$ cat src/rtl/id_ex_stage_pkg.sv
// Shared RISC-V core definitions used by the ID/EX stage.
// Contents:
//   - default datapath widths
//   - ALU operation codes
//   - forwarding-source select encoding
package riscv_pkg;

  localparam int DATA_WIDTH     = 32;
  localparam int REG_ADDR_WIDTH = 5;

  typedef enum logic [3:0] {
    ALU_ADD = 4'b0000,
    ALU_SUB = 4'b0001,
    ALU_MUL = 4'b0010,
    ALU_AND = 4'b0011,
    ALU_OR  = 4'b0100,
    ALU_XOR = 4'b0101,
    ALU_SLL = 4'b0110,
    ALU_SRL = 4'b0111,
    ALU_SLT = 4'b1000
  } alu_op_e;

  typedef enum logic [1:0] {
    FWD_NONE = 2'b00,
    FWD_MEM  = 2'b01,
    FWD_WB   = 2'b10
  } fwd_sel_e;

endpackage

$ cat src/rtl/id_ex_stage_if.sv
// Bus bundle around the ID/EX stage.
// Groups the decode-side inputs, the MEM/WB forwarding sources, the
// hazard controls (stall/flush) and the EX-side outputs.
//   slave  : view of the ID/EX stage itself
//   master : view of the surrounding pipeline (or a testbench)
interface id_ex_stage_if #(
  parameter int DATA_WIDTH     = 32,
  parameter int REG_ADDR_WIDTH = 5
);

  logic                      stall;
  logic                      flush;

  logic                      id_valid;
  logic [DATA_WIDTH-1:0]     id_rs1_data;
  logic [DATA_WIDTH-1:0]     id_rs2_data;
  logic [DATA_WIDTH-1:0]     id_imm;
  logic [REG_ADDR_WIDTH-1:0] id_rs1_addr;
  logic [REG_ADDR_WIDTH-1:0] id_rs2_addr;
  logic [REG_ADDR_WIDTH-1:0] id_rd_addr;
  logic [3:0]                id_alu_control;
  logic                      id_alu_src_imm;
  logic                      id_reg_write;

  logic                      mem_reg_write;
  logic [REG_ADDR_WIDTH-1:0] mem_rd_addr;
  logic [DATA_WIDTH-1:0]     mem_result;
  logic                      wb_reg_write;
  logic [REG_ADDR_WIDTH-1:0] wb_rd_addr;
  logic [DATA_WIDTH-1:0]     wb_result;

  logic [3:0]                ex_alu_control;
  logic [DATA_WIDTH-1:0]     ex_alu_a;
  logic [DATA_WIDTH-1:0]     ex_alu_b;
  logic [DATA_WIDTH-1:0]     ex_store_data;
  logic [REG_ADDR_WIDTH-1:0] ex_rd_addr;
  logic                      ex_reg_write;
  logic                      ex_valid;
  logic [1:0]                ex_fwd_a;
  logic [1:0]                ex_fwd_b;

  modport slave (
    input  stall, flush,
    input  id_valid, id_rs1_data, id_rs2_data, id_imm,
    input  id_rs1_addr, id_rs2_addr, id_rd_addr,
    input  id_alu_control, id_alu_src_imm, id_reg_write,
    input  mem_reg_write, mem_rd_addr, mem_result,
    input  wb_reg_write, wb_rd_addr, wb_result,
    output ex_alu_control, ex_alu_a, ex_alu_b, ex_store_data,
    output ex_rd_addr, ex_reg_write, ex_valid, ex_fwd_a, ex_fwd_b
  );

  modport master (
    output stall, flush,
    output id_valid, id_rs1_data, id_rs2_data, id_imm,
    output id_rs1_addr, id_rs2_addr, id_rd_addr,
    output id_alu_control, id_alu_src_imm, id_reg_write,
    output mem_reg_write, mem_rd_addr, mem_result,
    output wb_reg_write, wb_rd_addr, wb_result,
    input  ex_alu_control, ex_alu_a, ex_alu_b, ex_store_data,
    input  ex_rd_addr, ex_reg_write, ex_valid, ex_fwd_a, ex_fwd_b
  );

endinterface

$ cat src/rtl/id_ex_stage_forward_unit.sv
// forward_unit: combinational forwarding-source selection for both
// ALU source operands.
// Ports:
//   rs1_addr, rs2_addr         registered source register indices
//   mem_reg_write, mem_rd_addr EX/MEM writer
//   wb_reg_write,  wb_rd_addr  MEM/WB writer
//   fwd_a, fwd_b               selected source for rs1 / rs2
module forward_unit
  import riscv_pkg::*;
#(
  parameter int REG_ADDR_WIDTH = 5
) (
  input  logic [REG_ADDR_WIDTH-1:0] rs1_addr,
  input  logic [REG_ADDR_WIDTH-1:0] rs2_addr,
  input  logic                      mem_reg_write,
  input  logic [REG_ADDR_WIDTH-1:0] mem_rd_addr,
  input  logic                      wb_reg_write,
  input  logic [REG_ADDR_WIDTH-1:0] wb_rd_addr,
  output fwd_sel_e                  fwd_a,
  output fwd_sel_e                  fwd_b
);

  // The younger MEM result beats WB; x0 is hard-wired zero and never forwarded.
  function automatic fwd_sel_e pick_source(input logic [REG_ADDR_WIDTH-1:0] src);
    fwd_sel_e sel;
    if (mem_reg_write && (mem_rd_addr != '0) && (mem_rd_addr == src)) begin
      sel = FWD_MEM;
    end else if (wb_reg_write && (wb_rd_addr != '0) && (wb_rd_addr == src)) begin
      sel = FWD_WB;
    end else begin
      sel = FWD_NONE;
    end
    return sel;
  endfunction

  // Source selection for both operands.
  always_comb begin
    fwd_a = pick_source(rs1_addr);
    fwd_b = pick_source(rs2_addr);
  end

endmodule

$ cat src/rtl/id_ex_stage.sv
// id_ex_stage: ID/EX pipeline register with MEM/WB operand forwarding.
// Ports:
//   clk    rising-edge clock
//   reset  synchronous, active-high; clears every stage register
//   bus    id_ex_stage_if.slave: stall/flush, id_* decode inputs,
//          mem_*/wb_* forwarding sources, ex_* ALU-facing outputs
// Register update priority: reset > flush > stall > load. A decode
// input with id_valid=0 is captured as a bubble, same as a flush.
module id_ex_stage
  import riscv_pkg::*;
#(
  parameter int DATA_WIDTH     = 32,
  parameter int REG_ADDR_WIDTH = 5
) (
  input  logic          clk,
  input  logic          reset,
  id_ex_stage_if.slave  bus
);

  logic                      valid_r;
  logic [DATA_WIDTH-1:0]     rs1_data_r;
  logic [DATA_WIDTH-1:0]     rs2_data_r;
  logic [DATA_WIDTH-1:0]     imm_r;
  logic [REG_ADDR_WIDTH-1:0] rs1_addr_r;
  logic [REG_ADDR_WIDTH-1:0] rs2_addr_r;
  logic [REG_ADDR_WIDTH-1:0] rd_addr_r;
  logic [3:0]                alu_control_r;
  logic                      alu_src_imm_r;
  logic                      reg_write_r;

  fwd_sel_e                  fwd_a_s;
  fwd_sel_e                  fwd_b_s;
  logic [DATA_WIDTH-1:0]     rs1_fwd_s;
  logic [DATA_WIDTH-1:0]     rs2_fwd_s;

  // Stage register: reset and bubble both clear every field (bubble ALU op is ADD = 0).
  always_ff @(posedge clk) begin
    if (reset || bus.flush || (!bus.stall && !bus.id_valid)) begin
      valid_r       <= 1'b0;
      rs1_data_r    <= '0;
      rs2_data_r    <= '0;
      imm_r         <= '0;
      rs1_addr_r    <= '0;
      rs2_addr_r    <= '0;
      rd_addr_r     <= '0;
      alu_control_r <= ALU_ADD;
      alu_src_imm_r <= 1'b0;
      reg_write_r   <= 1'b0;
    end else if (!bus.stall) begin
      valid_r       <= 1'b1;
      rs1_data_r    <= bus.id_rs1_data;
      rs2_data_r    <= bus.id_rs2_data;
      imm_r         <= bus.id_imm;
      rs1_addr_r    <= bus.id_rs1_addr;
      rs2_addr_r    <= bus.id_rs2_addr;
      rd_addr_r     <= bus.id_rd_addr;
      alu_control_r <= bus.id_alu_control;
      alu_src_imm_r <= bus.id_alu_src_imm;
      reg_write_r   <= bus.id_reg_write;
    end else begin
      valid_r       <= valid_r;
      rs1_data_r    <= rs1_data_r;
      rs2_data_r    <= rs2_data_r;
      imm_r         <= imm_r;
      rs1_addr_r    <= rs1_addr_r;
      rs2_addr_r    <= rs2_addr_r;
      rd_addr_r     <= rd_addr_r;
      alu_control_r <= alu_control_r;
      alu_src_imm_r <= alu_src_imm_r;
      reg_write_r   <= reg_write_r;
    end
  end

  forward_unit #(
    .REG_ADDR_WIDTH (REG_ADDR_WIDTH)
  ) u_forward_unit (
    .rs1_addr      (rs1_addr_r),
    .rs2_addr      (rs2_addr_r),
    .mem_reg_write (bus.mem_reg_write),
    .mem_rd_addr   (bus.mem_rd_addr),
    .wb_reg_write  (bus.wb_reg_write),
    .wb_rd_addr    (bus.wb_rd_addr),
    .fwd_a         (fwd_a_s),
    .fwd_b         (fwd_b_s)
  );

  // Forwarding muxes; kept combinational so a stalled instruction sees results retiring now.
  always_comb begin
    rs1_fwd_s = rs1_data_r;
    rs2_fwd_s = rs2_data_r;
    case (fwd_a_s)
      FWD_MEM: rs1_fwd_s = bus.mem_result;
      FWD_WB:  rs1_fwd_s = bus.wb_result;
      default: rs1_fwd_s = rs1_data_r;
    endcase
    case (fwd_b_s)
      FWD_MEM: rs2_fwd_s = bus.mem_result;
      FWD_WB:  rs2_fwd_s = bus.wb_result;
      default: rs2_fwd_s = rs2_data_r;
    endcase
  end

  // Operand selection and EX-side outputs; store data always takes forwarded rs2.
  always_comb begin
    bus.ex_alu_a       = rs1_fwd_s;
    bus.ex_store_data  = rs2_fwd_s;
    if (alu_src_imm_r) begin
      bus.ex_alu_b     = imm_r;
    end else begin
      bus.ex_alu_b     = rs2_fwd_s;
    end
    bus.ex_alu_control = alu_control_r;
    bus.ex_rd_addr     = rd_addr_r;
    bus.ex_reg_write   = reg_write_r;
    bus.ex_valid       = valid_r;
    bus.ex_fwd_a       = fwd_a_s;
    bus.ex_fwd_b       = fwd_b_s;
  end

endmodule

$ cat src/flat_wrapper.sv
// flat-port wrapper written by rule: the top's interface ports become plain ports
module id_ex_stage_flat import riscv_pkg::*;
#(
  parameter int DATA_WIDTH     = 32,
  parameter int REG_ADDR_WIDTH = 5
)
  (clk, reset, bus_stall, bus_flush, bus_id_valid, bus_id_rs1_data, bus_id_rs2_data, bus_id_imm, bus_id_rs1_addr, bus_id_rs2_addr, bus_id_rd_addr, bus_id_alu_control, bus_id_alu_src_imm, bus_id_reg_write, bus_mem_reg_write, bus_mem_rd_addr, bus_mem_result, bus_wb_reg_write, bus_wb_rd_addr, bus_wb_result, bus_ex_alu_control, bus_ex_alu_a, bus_ex_alu_b, bus_ex_store_data, bus_ex_rd_addr, bus_ex_reg_write, bus_ex_valid, bus_ex_fwd_a, bus_ex_fwd_b);
  id_ex_stage_if #(.DATA_WIDTH(DATA_WIDTH), .REG_ADDR_WIDTH(REG_ADDR_WIDTH)) bus_i ();
  input  logic clk;
  input  logic reset;
  input wire logic [$bits(bus_i.stall)-1:0] bus_stall;
  input wire logic [$bits(bus_i.flush)-1:0] bus_flush;
  input wire logic [$bits(bus_i.id_valid)-1:0] bus_id_valid;
  input wire logic [$bits(bus_i.id_rs1_data)-1:0] bus_id_rs1_data;
  input wire logic [$bits(bus_i.id_rs2_data)-1:0] bus_id_rs2_data;
  input wire logic [$bits(bus_i.id_imm)-1:0] bus_id_imm;
  input wire logic [$bits(bus_i.id_rs1_addr)-1:0] bus_id_rs1_addr;
  input wire logic [$bits(bus_i.id_rs2_addr)-1:0] bus_id_rs2_addr;
  input wire logic [$bits(bus_i.id_rd_addr)-1:0] bus_id_rd_addr;
  input wire logic [$bits(bus_i.id_alu_control)-1:0] bus_id_alu_control;
  input wire logic [$bits(bus_i.id_alu_src_imm)-1:0] bus_id_alu_src_imm;
  input wire logic [$bits(bus_i.id_reg_write)-1:0] bus_id_reg_write;
  input wire logic [$bits(bus_i.mem_reg_write)-1:0] bus_mem_reg_write;
  input wire logic [$bits(bus_i.mem_rd_addr)-1:0] bus_mem_rd_addr;
  input wire logic [$bits(bus_i.mem_result)-1:0] bus_mem_result;
  input wire logic [$bits(bus_i.wb_reg_write)-1:0] bus_wb_reg_write;
  input wire logic [$bits(bus_i.wb_rd_addr)-1:0] bus_wb_rd_addr;
  input wire logic [$bits(bus_i.wb_result)-1:0] bus_wb_result;
  output wire logic [$bits(bus_i.ex_alu_control)-1:0] bus_ex_alu_control;
  output wire logic [$bits(bus_i.ex_alu_a)-1:0] bus_ex_alu_a;
  output wire logic [$bits(bus_i.ex_alu_b)-1:0] bus_ex_alu_b;
  output wire logic [$bits(bus_i.ex_store_data)-1:0] bus_ex_store_data;
  output wire logic [$bits(bus_i.ex_rd_addr)-1:0] bus_ex_rd_addr;
  output wire logic [$bits(bus_i.ex_reg_write)-1:0] bus_ex_reg_write;
  output wire logic [$bits(bus_i.ex_valid)-1:0] bus_ex_valid;
  output wire logic [$bits(bus_i.ex_fwd_a)-1:0] bus_ex_fwd_a;
  output wire logic [$bits(bus_i.ex_fwd_b)-1:0] bus_ex_fwd_b;
  assign bus_i.stall = bus_stall;
  assign bus_i.flush = bus_flush;
  assign bus_i.id_valid = bus_id_valid;
  assign bus_i.id_rs1_data = bus_id_rs1_data;
  assign bus_i.id_rs2_data = bus_id_rs2_data;
  assign bus_i.id_imm = bus_id_imm;
  assign bus_i.id_rs1_addr = bus_id_rs1_addr;
  assign bus_i.id_rs2_addr = bus_id_rs2_addr;
  assign bus_i.id_rd_addr = bus_id_rd_addr;
  assign bus_i.id_alu_control = bus_id_alu_control;
  assign bus_i.id_alu_src_imm = bus_id_alu_src_imm;
  assign bus_i.id_reg_write = bus_id_reg_write;
  assign bus_i.mem_reg_write = bus_mem_reg_write;
  assign bus_i.mem_rd_addr = bus_mem_rd_addr;
  assign bus_i.mem_result = bus_mem_result;
  assign bus_i.wb_reg_write = bus_wb_reg_write;
  assign bus_i.wb_rd_addr = bus_wb_rd_addr;
  assign bus_i.wb_result = bus_wb_result;
  assign bus_ex_alu_control = bus_i.ex_alu_control;
  assign bus_ex_alu_a = bus_i.ex_alu_a;
  assign bus_ex_alu_b = bus_i.ex_alu_b;
  assign bus_ex_store_data = bus_i.ex_store_data;
  assign bus_ex_rd_addr = bus_i.ex_rd_addr;
  assign bus_ex_reg_write = bus_i.ex_reg_write;
  assign bus_ex_valid = bus_i.ex_valid;
  assign bus_ex_fwd_a = bus_i.ex_fwd_a;
  assign bus_ex_fwd_b = bus_i.ex_fwd_b;
  id_ex_stage #(.DATA_WIDTH(DATA_WIDTH), .REG_ADDR_WIDTH(REG_ADDR_WIDTH)) u_core (.clk(clk), .reset(reset), .bus(bus_i));
endmodule
$ cat config.mk
export PLATFORM = sky130hd
export DESIGN_NAME = id_ex_stage_flat
export DESIGN_NICKNAME = d
export VERILOG_FILES = /design/src/rtl/id_ex_stage_pkg.sv /design/src/rtl/id_ex_stage_if.sv /design/src/rtl/id_ex_stage_forward_unit.sv /design/src/rtl/id_ex_stage.sv /design/src/flat_wrapper.sv
export SDC_FILE = /design/constraint.sdc
export NUM_CORES = 1
export LEC_CHECK = 0
export CORE_MARGIN = 2
export CORE_UTILIZATION = 41
export DETAILED_ROUTE_END_ITERATION = 10
export PLACE_DENSITY_LB_ADDON = 0.05
export SETUP_SLACK_MARGIN = 0.15
export SLEW_MARGIN = 10
export SYNTH_ARGS = -nofsm -noshare
export SYNTH_HDL_FRONTEND = slang
export SYNTH_SLANG_ARGS = --single-unit
$ cat constraint.sdc
create_clock -name clk -period 4.6 [get_ports clk]
set_input_delay 1.38 -clock clk [delete_from_list [all_inputs] [get_ports clk]]
set_output_delay 1.38 -clock clk [all_outputs]
set_load 0.02 [all_outputs]
# --- After elaboration in Yosys (flattened, before gate mapping) ---
# Cells that the tools add are included.
op_classes:
  eq_ne: 8
  muxes: 7
  n_reduce_logical: 13
op_table:
  columns: ["operator", "n"]
  rows:
  - ["$pmux W32 S2", 2]
  - ["$mux W32", 1]
  - ["$eq A5 B5 Y1", 4]
  - ["$reduce_bool A5 Y1", 2]
  - ["$mux W2", 4]
  - ["$logic_and A1 B1 Y1", 7]
  - ["$eq A2 B1 Y1 const B", 2]
  - ["$eq A2 B2 Y1 const B", 2]
  - ["$logic_not A1 Y1", 2]
  - ["$logic_or A1 B1 Y1", 2]
word_totals:
  register_bits: 118
  in_bits: 198
  output_inout_bits: 111

# --- Longest topological paths before layout ---
# Gate-level depths: netlist of the first run.
logic_depth:
  depth_word: 8
  ltp_mapped: 7
  ltp_nobuf: 6

# --- Cells and area by module ---
# A second synthesis of the first run with hierarchy kept.
hier_totals:
  hier_cells: 725
  area_unflattened_um2: 6408.6
by_module_without_submodules:
  columns: ["mod", "n_inst", "cells_each", "area_per_inst_um2", "seq_area_each_um2"]
  rows:
  - ["id_ex_stage", 1, 691, 6150.9, 2362.3]
  - ["forward_unit", 1, 34, 257.7, 0.0]

# --- Least setup slack after synthesis of the first run ---
# OpenSTA, ideal clock, no wires.
synth_timing:
  kind: "input -> output"
  startpoint: "input port bus_wb_rd_addr[1]"
  endpoint: "output port bus_ex_alu_b[27]"
  t_arrival_ps: 3250
  required_ps: 3220
  slack_ps: -30
  path_stages: 7
  path_cell_list: "or4_4 o21a_1 and4_1 buf_6 buf_6 mux2i_1 a221oi_1"
synth_between:
  elab_chain_len: 8
  word_cells_on_any_way: 10
  classes_between: "eq/ne (3); mux (4); reduce/logical (3)"
synth_lines:
  columns: ["item", "line_no", "rtl"]
  rows:
  - ["start: declaration", "flat_wrapper.sv:27", "input wire logic [$bits(bus_i.wb_rd_addr)-1:0] bus_wb_rd_addr;"]
  - ["$reduce_bool A5 Y1", "id_ex_stage_forward_unit.sv:28", "end else if (wb_reg_write && (wb_rd_addr != '0) && (wb_rd_addr == src)) begin"]
  - ["$logic_and A1 B1 Y1", "id_ex_stage_forward_unit.sv:28", null]
  - ["$logic_and A1 B1 Y1 (*)", "id_ex_stage_forward_unit.sv:28", null]
  - ["$mux W2 (*)", "id_ex_stage_forward_unit.sv:28", null]
  - ["$mux W2 (*)", "id_ex_stage_forward_unit.sv:26", "if (mem_reg_write && (mem_rd_addr != '0) && (mem_rd_addr == src)) begin"]
  - ["$eq A2 B2 Y1 / $eq A2 B1 Y1 (equally long branches)", "id_ex_stage.sv:96", "case (fwd_b_s)"]
  - ["$pmux W32 S2 (*)", "id_ex_stage.sv:96", null]
  - ["$mux W32 (*)", "id_ex_stage.sv:107", "if (alu_src_imm_r) begin"]
  - ["end: declaration", "flat_wrapper.sv:31", "output wire logic [$bits(bus_i.ex_alu_b)-1:0] bus_ex_alu_b;"]
# Mark *: on every way between the ends. The rest lies on a longest branch, timed or not.

# --- Worst setup path in the final report of the first run ---
layout_timing:
  startpoint: "input port bus_wb_rd_addr[4]"
  endpoint: "output port bus_ex_store_data[4]"
layout_between:
  elab_chain_len: 7
  word_cells_on_any_way: 9
  classes_between: "eq/ne (3); mux (3); reduce/logical (3)"
layout_lines:
  columns: ["item", "line_no", "rtl"]
  rows:
  - ["$reduce_bool A5 Y1", "id_ex_stage_forward_unit.sv:28", null]
  - ["$logic_and A1 B1 Y1", "id_ex_stage_forward_unit.sv:28", null]
  - ["$logic_and A1 B1 Y1 (*)", "id_ex_stage_forward_unit.sv:28", null]
  - ["$mux W2 (*)", "id_ex_stage_forward_unit.sv:28", null]
  - ["$mux W2 (*)", "id_ex_stage_forward_unit.sv:26", null]
  - ["$eq A2 B2 Y1 / $eq A2 B1 Y1 (equally long branches)", "id_ex_stage.sv:96", null]
  - ["$pmux W32 S2 (*)", "id_ex_stage.sv:96", null]
  - ["end: declaration", "flat_wrapper.sv:32", "output wire logic [$bits(bus_i.ex_store_data)-1:0] bus_ex_store_data;"]
# Marks and branches as above.

==> impl_metrics.ini, run 1 <==
[status]
status = finished, violations left
violations = setup timing

[global_routing]
track_usage_pct = 29.1
antenna_found_initial = 0
grt_pass1_vias = 6732
grt_pass1_wl_um = 36800
grt-ovfl-total = 0
grt_start_max_net_pins = 82

[logic_synthesis]
syn_area_um2 = 6360
synth.distinct_cells = 25
yosys_warnings = 0
postSynthAreaPerCell_um2 = 8.55
synth_seq_cells = 118
syn_nets = 942
yosysSeqAreaShare_pct = 37.1
syn_inst = 744

[setup_path]
cp_common_cell = buf_4
setup.worst_path.end_class = output port
r2r_start = u_core.alu_src_imm_r$_SDFFE_PP0N_
critPathMaxFanout = 8
startpoint_type = input pin
cp.required_ns = 3.22
cp_top_family = simple AND/OR/NAND/NOR gates
worstSetupStartpoint = bus_wb_rd_addr[4]
path_buf_inv = 4
path_cells = buf_6, or4_4, o21a_1, and4_4, buf_16, mux2i_4, buf_4, a21oi_2, buf_4
critical_path_class = input pin to output port
max_stage_delay_ns = 0.52
arrival_ns = 3.28
crit_path_top_delay_cell = or4_4

[clock_network]
path_clk_slew_ns = 0.05
clock_path_buffers = 2
cts_buffers = 17
cts_tree = done
cts-root-buf = clkbuf_16
cts_max_level = 4
hold_buffers = 0
clock_sinks = 118
clk_latency_ns = 0.40

[pwr]
power_w = 0.00296
power_density_nw_per_um2 = 250
power.leakage_nw = 4.82
ir_worst_vdd_v = 0.000284

[timing]
clock_skew_ns = 0
worst_pin_slew_ns = 1.00
slew-limit-headroom_pct = 33.4
rsz0062_at_grt = yes
fmax_mhz = 215
fin_ws_ns = -0.0611
setup_viol = 35
min_period_over_period_pct = 101
slew_viol_final = 0
period_minus_slack_ns = 4.66
finalHoldViolCount = 0

[placed_design]
dp_cells = 1215
place.gp.congestion = 0.837
port_buffers = 308
place_ws_ns = -0.815
hpwlAfterDp_um = 15300
placed_cell_area_um2 = 10000

[die]
core_area_um2 = 15200
start_util_pct = 41.9
die_w_um = 129
die_y_um = 129
placementRows = 45
ios = 309
die_area_um2 = 16500

[detailed_routing]
drc = 0
drt-pass1-iter-count = 5
drt_first_iter_violations = 326
vias_per_cell = 5.30
drt-wirelength-per-cell_um = 19.5
route.vias.total = 6777
ant_nets = 0
wirelength_um = 24900

[layout]
area_growth_pct = 86.6
final_util_pct = 78.1
final_nets = 1277
postLayoutCellArea_um2 = 11900
fillers = 1070
fin_cells = 1279
drive_above_1_share_pct = 32.4
antennaDiodeCount = 0

[hold_path]
holdCritStartpoint = u_core.bus.ex_valid$_SDFFE_PP0N_
hp-class = flip-flop to flip-flop

[job]
drv_cap = 0
routing by layer:
metal / vias up / global-route usage [%] / wire length [µm]
met1: 3195 / 34.2 / 9700
li1: 3257 / - / -
met5: - / 0 / 0
met3: 56 / 8.07 / 1690
met2: 269 / 49.8 / 12500
met4: 0 / 13.1 / 997
registers in the layout (all words and copies together), names as in the netlist:
register,flops
u_core.bus.ex_valid,1
u_core.imm_r,32
u_core.rs2_data_r,32
u_core.alu_src_imm_r,1
u_core.rs2_addr_r,5
u_core.bus.ex_alu_control,4
u_core.bus.ex_rd_addr,5
u_core.bus.ex_reg_write,1
u_core.rs1_data_r,32
u_core.rs1_addr_r,5
tightest hold or removal path: stages (launching register included):
cell,delay [ns]
dfxtp_1,0.30
inv_1,0.05
a21oi_1,0.06
Yosys cell counts, drive strengths merged:
cell type / number / area (µm²)
nor3: 36 / 180
and4: 2 / 17.5
inv: 34 / 128
o21ai: 33 / 165
mux2i: 181 / 1810
xnor2: 4 / 35.0
dfxtp: 118 / 2360
xor2: 16 / 140
nand3: 2 / 15.0
o21a: 2 / 15.0
nand2: 32 / 120
a221oi: 32 / 280
a21oi: 33 / 165
buf: 27 / 168
or4: 2 / 18.8
and2: 1 / 6.26
nor2: 155 / 582
clkbuf: 32 / 120
nor4b: 2 / 32.5
final cells by class:
type	count	area, µm²	area share (%)
clock buffer	21	470	3.96
clock inverter	10	80.1	0.675
inverter	34	130	1.10
multi-input combinational	533	4610	38.9
sequential	118	2370	19.9
tap	188	235	1.98
timing repair buffer	375	3970	33.5
worst paths after layout:
path / end / slack (ns) / cells after the start
max: bus_ex_store_data[4] / -0.06 / 9
min: u_core.bus.ex_valid$_SDFFE_PP0N_ / 0.47 / 2
min reg2reg: u_core.bus.ex_valid$_SDFFE_PP0N_ / 0.47 / 2
max reg2reg: u_core.alu_src_imm_r$_SDFFE_PP0N_ / 3.44 / 2
what timing repair did:
action,in CTS,in global routing
gates resized for setup,687,69
endpoints found under the setup margin,100,98
pin swaps,43,21
setup buffers,14,4
gates cloned,15,0
stage by stage:
stage,TNS (ns),hold WS (ns)
2_1_floorplan,0,0.463
3_3_place_gp,-71.44,0.438
3_5_place_dp,-71.72,0.440
4_1_cts,-0.648,0.449
5_1_grt,-4.23,0.491
6_report,-0.756,0.468
cell families after synthesis:
| logic type | synth area share (%) |
|---|---|
| flops | 37.1 |
| simple gates | 15.3 |
| xor+xnor | 2.75 |
| buf+inv | 6.53 |
| mux | 28.5 |
| compound gates | 9.83 |
cells in the final DEF, fill, tap and decap left out, types with 3 or more instances in the layout:
| cell | count |
|---|---|
| xnor2_1 | 4 |
| o21ai_4 | 9 |
| dfxtp_1 | 117 |
| nor3_1 | 35 |
| inv_1 | 33 |
| mux2i_2 | 18 |
| dlygate4sd2_1 | 4 |
| xor2_1 | 13 |
| nand2_4 | 9 |
| o21ai_1 | 14 |
| clkbuf_16 | 17 |
| buf_4 | 89 |
| a21oi_2 | 19 |
| buf_16 | 15 |
| a221oi_2 | 31 |
| buf_12 | 16 |
| xor2_4 | 3 |
| o21ai_2 | 10 |
| a21oi_1 | 14 |
| buf_2 | 7 |
| mux2i_4 | 28 |
| clkdlybuf4s50_1 | 195 |
| nor2_1 | 153 |
| nand2_1 | 15 |
| buf_6 | 46 |
| mux2i_1 | 135 |
| nand2_2 | 8 |
| clkinv_2 | 7 |
| clkbuf_8 | 3 |
power breakdown:
part	leakage (nW)	switching, W	internal [W]
logic	3.59	0.000284	0.000365
clock network	0.274	0.000462	0.000774
registers	0.959	0.0000266	0.00105
total	4.82	0.000772	0.00219
(Power assumes the default switching activity.)
==> run 2, diff against run 1 <==
Settings changed: CAP_MARGIN set to 10.
==> results of run 2 <==
Final layout, timing and power as in run 1 (identical DEF).
==> run 3, diff against run 2 <==
Settings changed: SLEW_MARGIN 10 to not set.
==> results of run 3 <==
Final layout, timing and power as in run 1 (identical DEF).
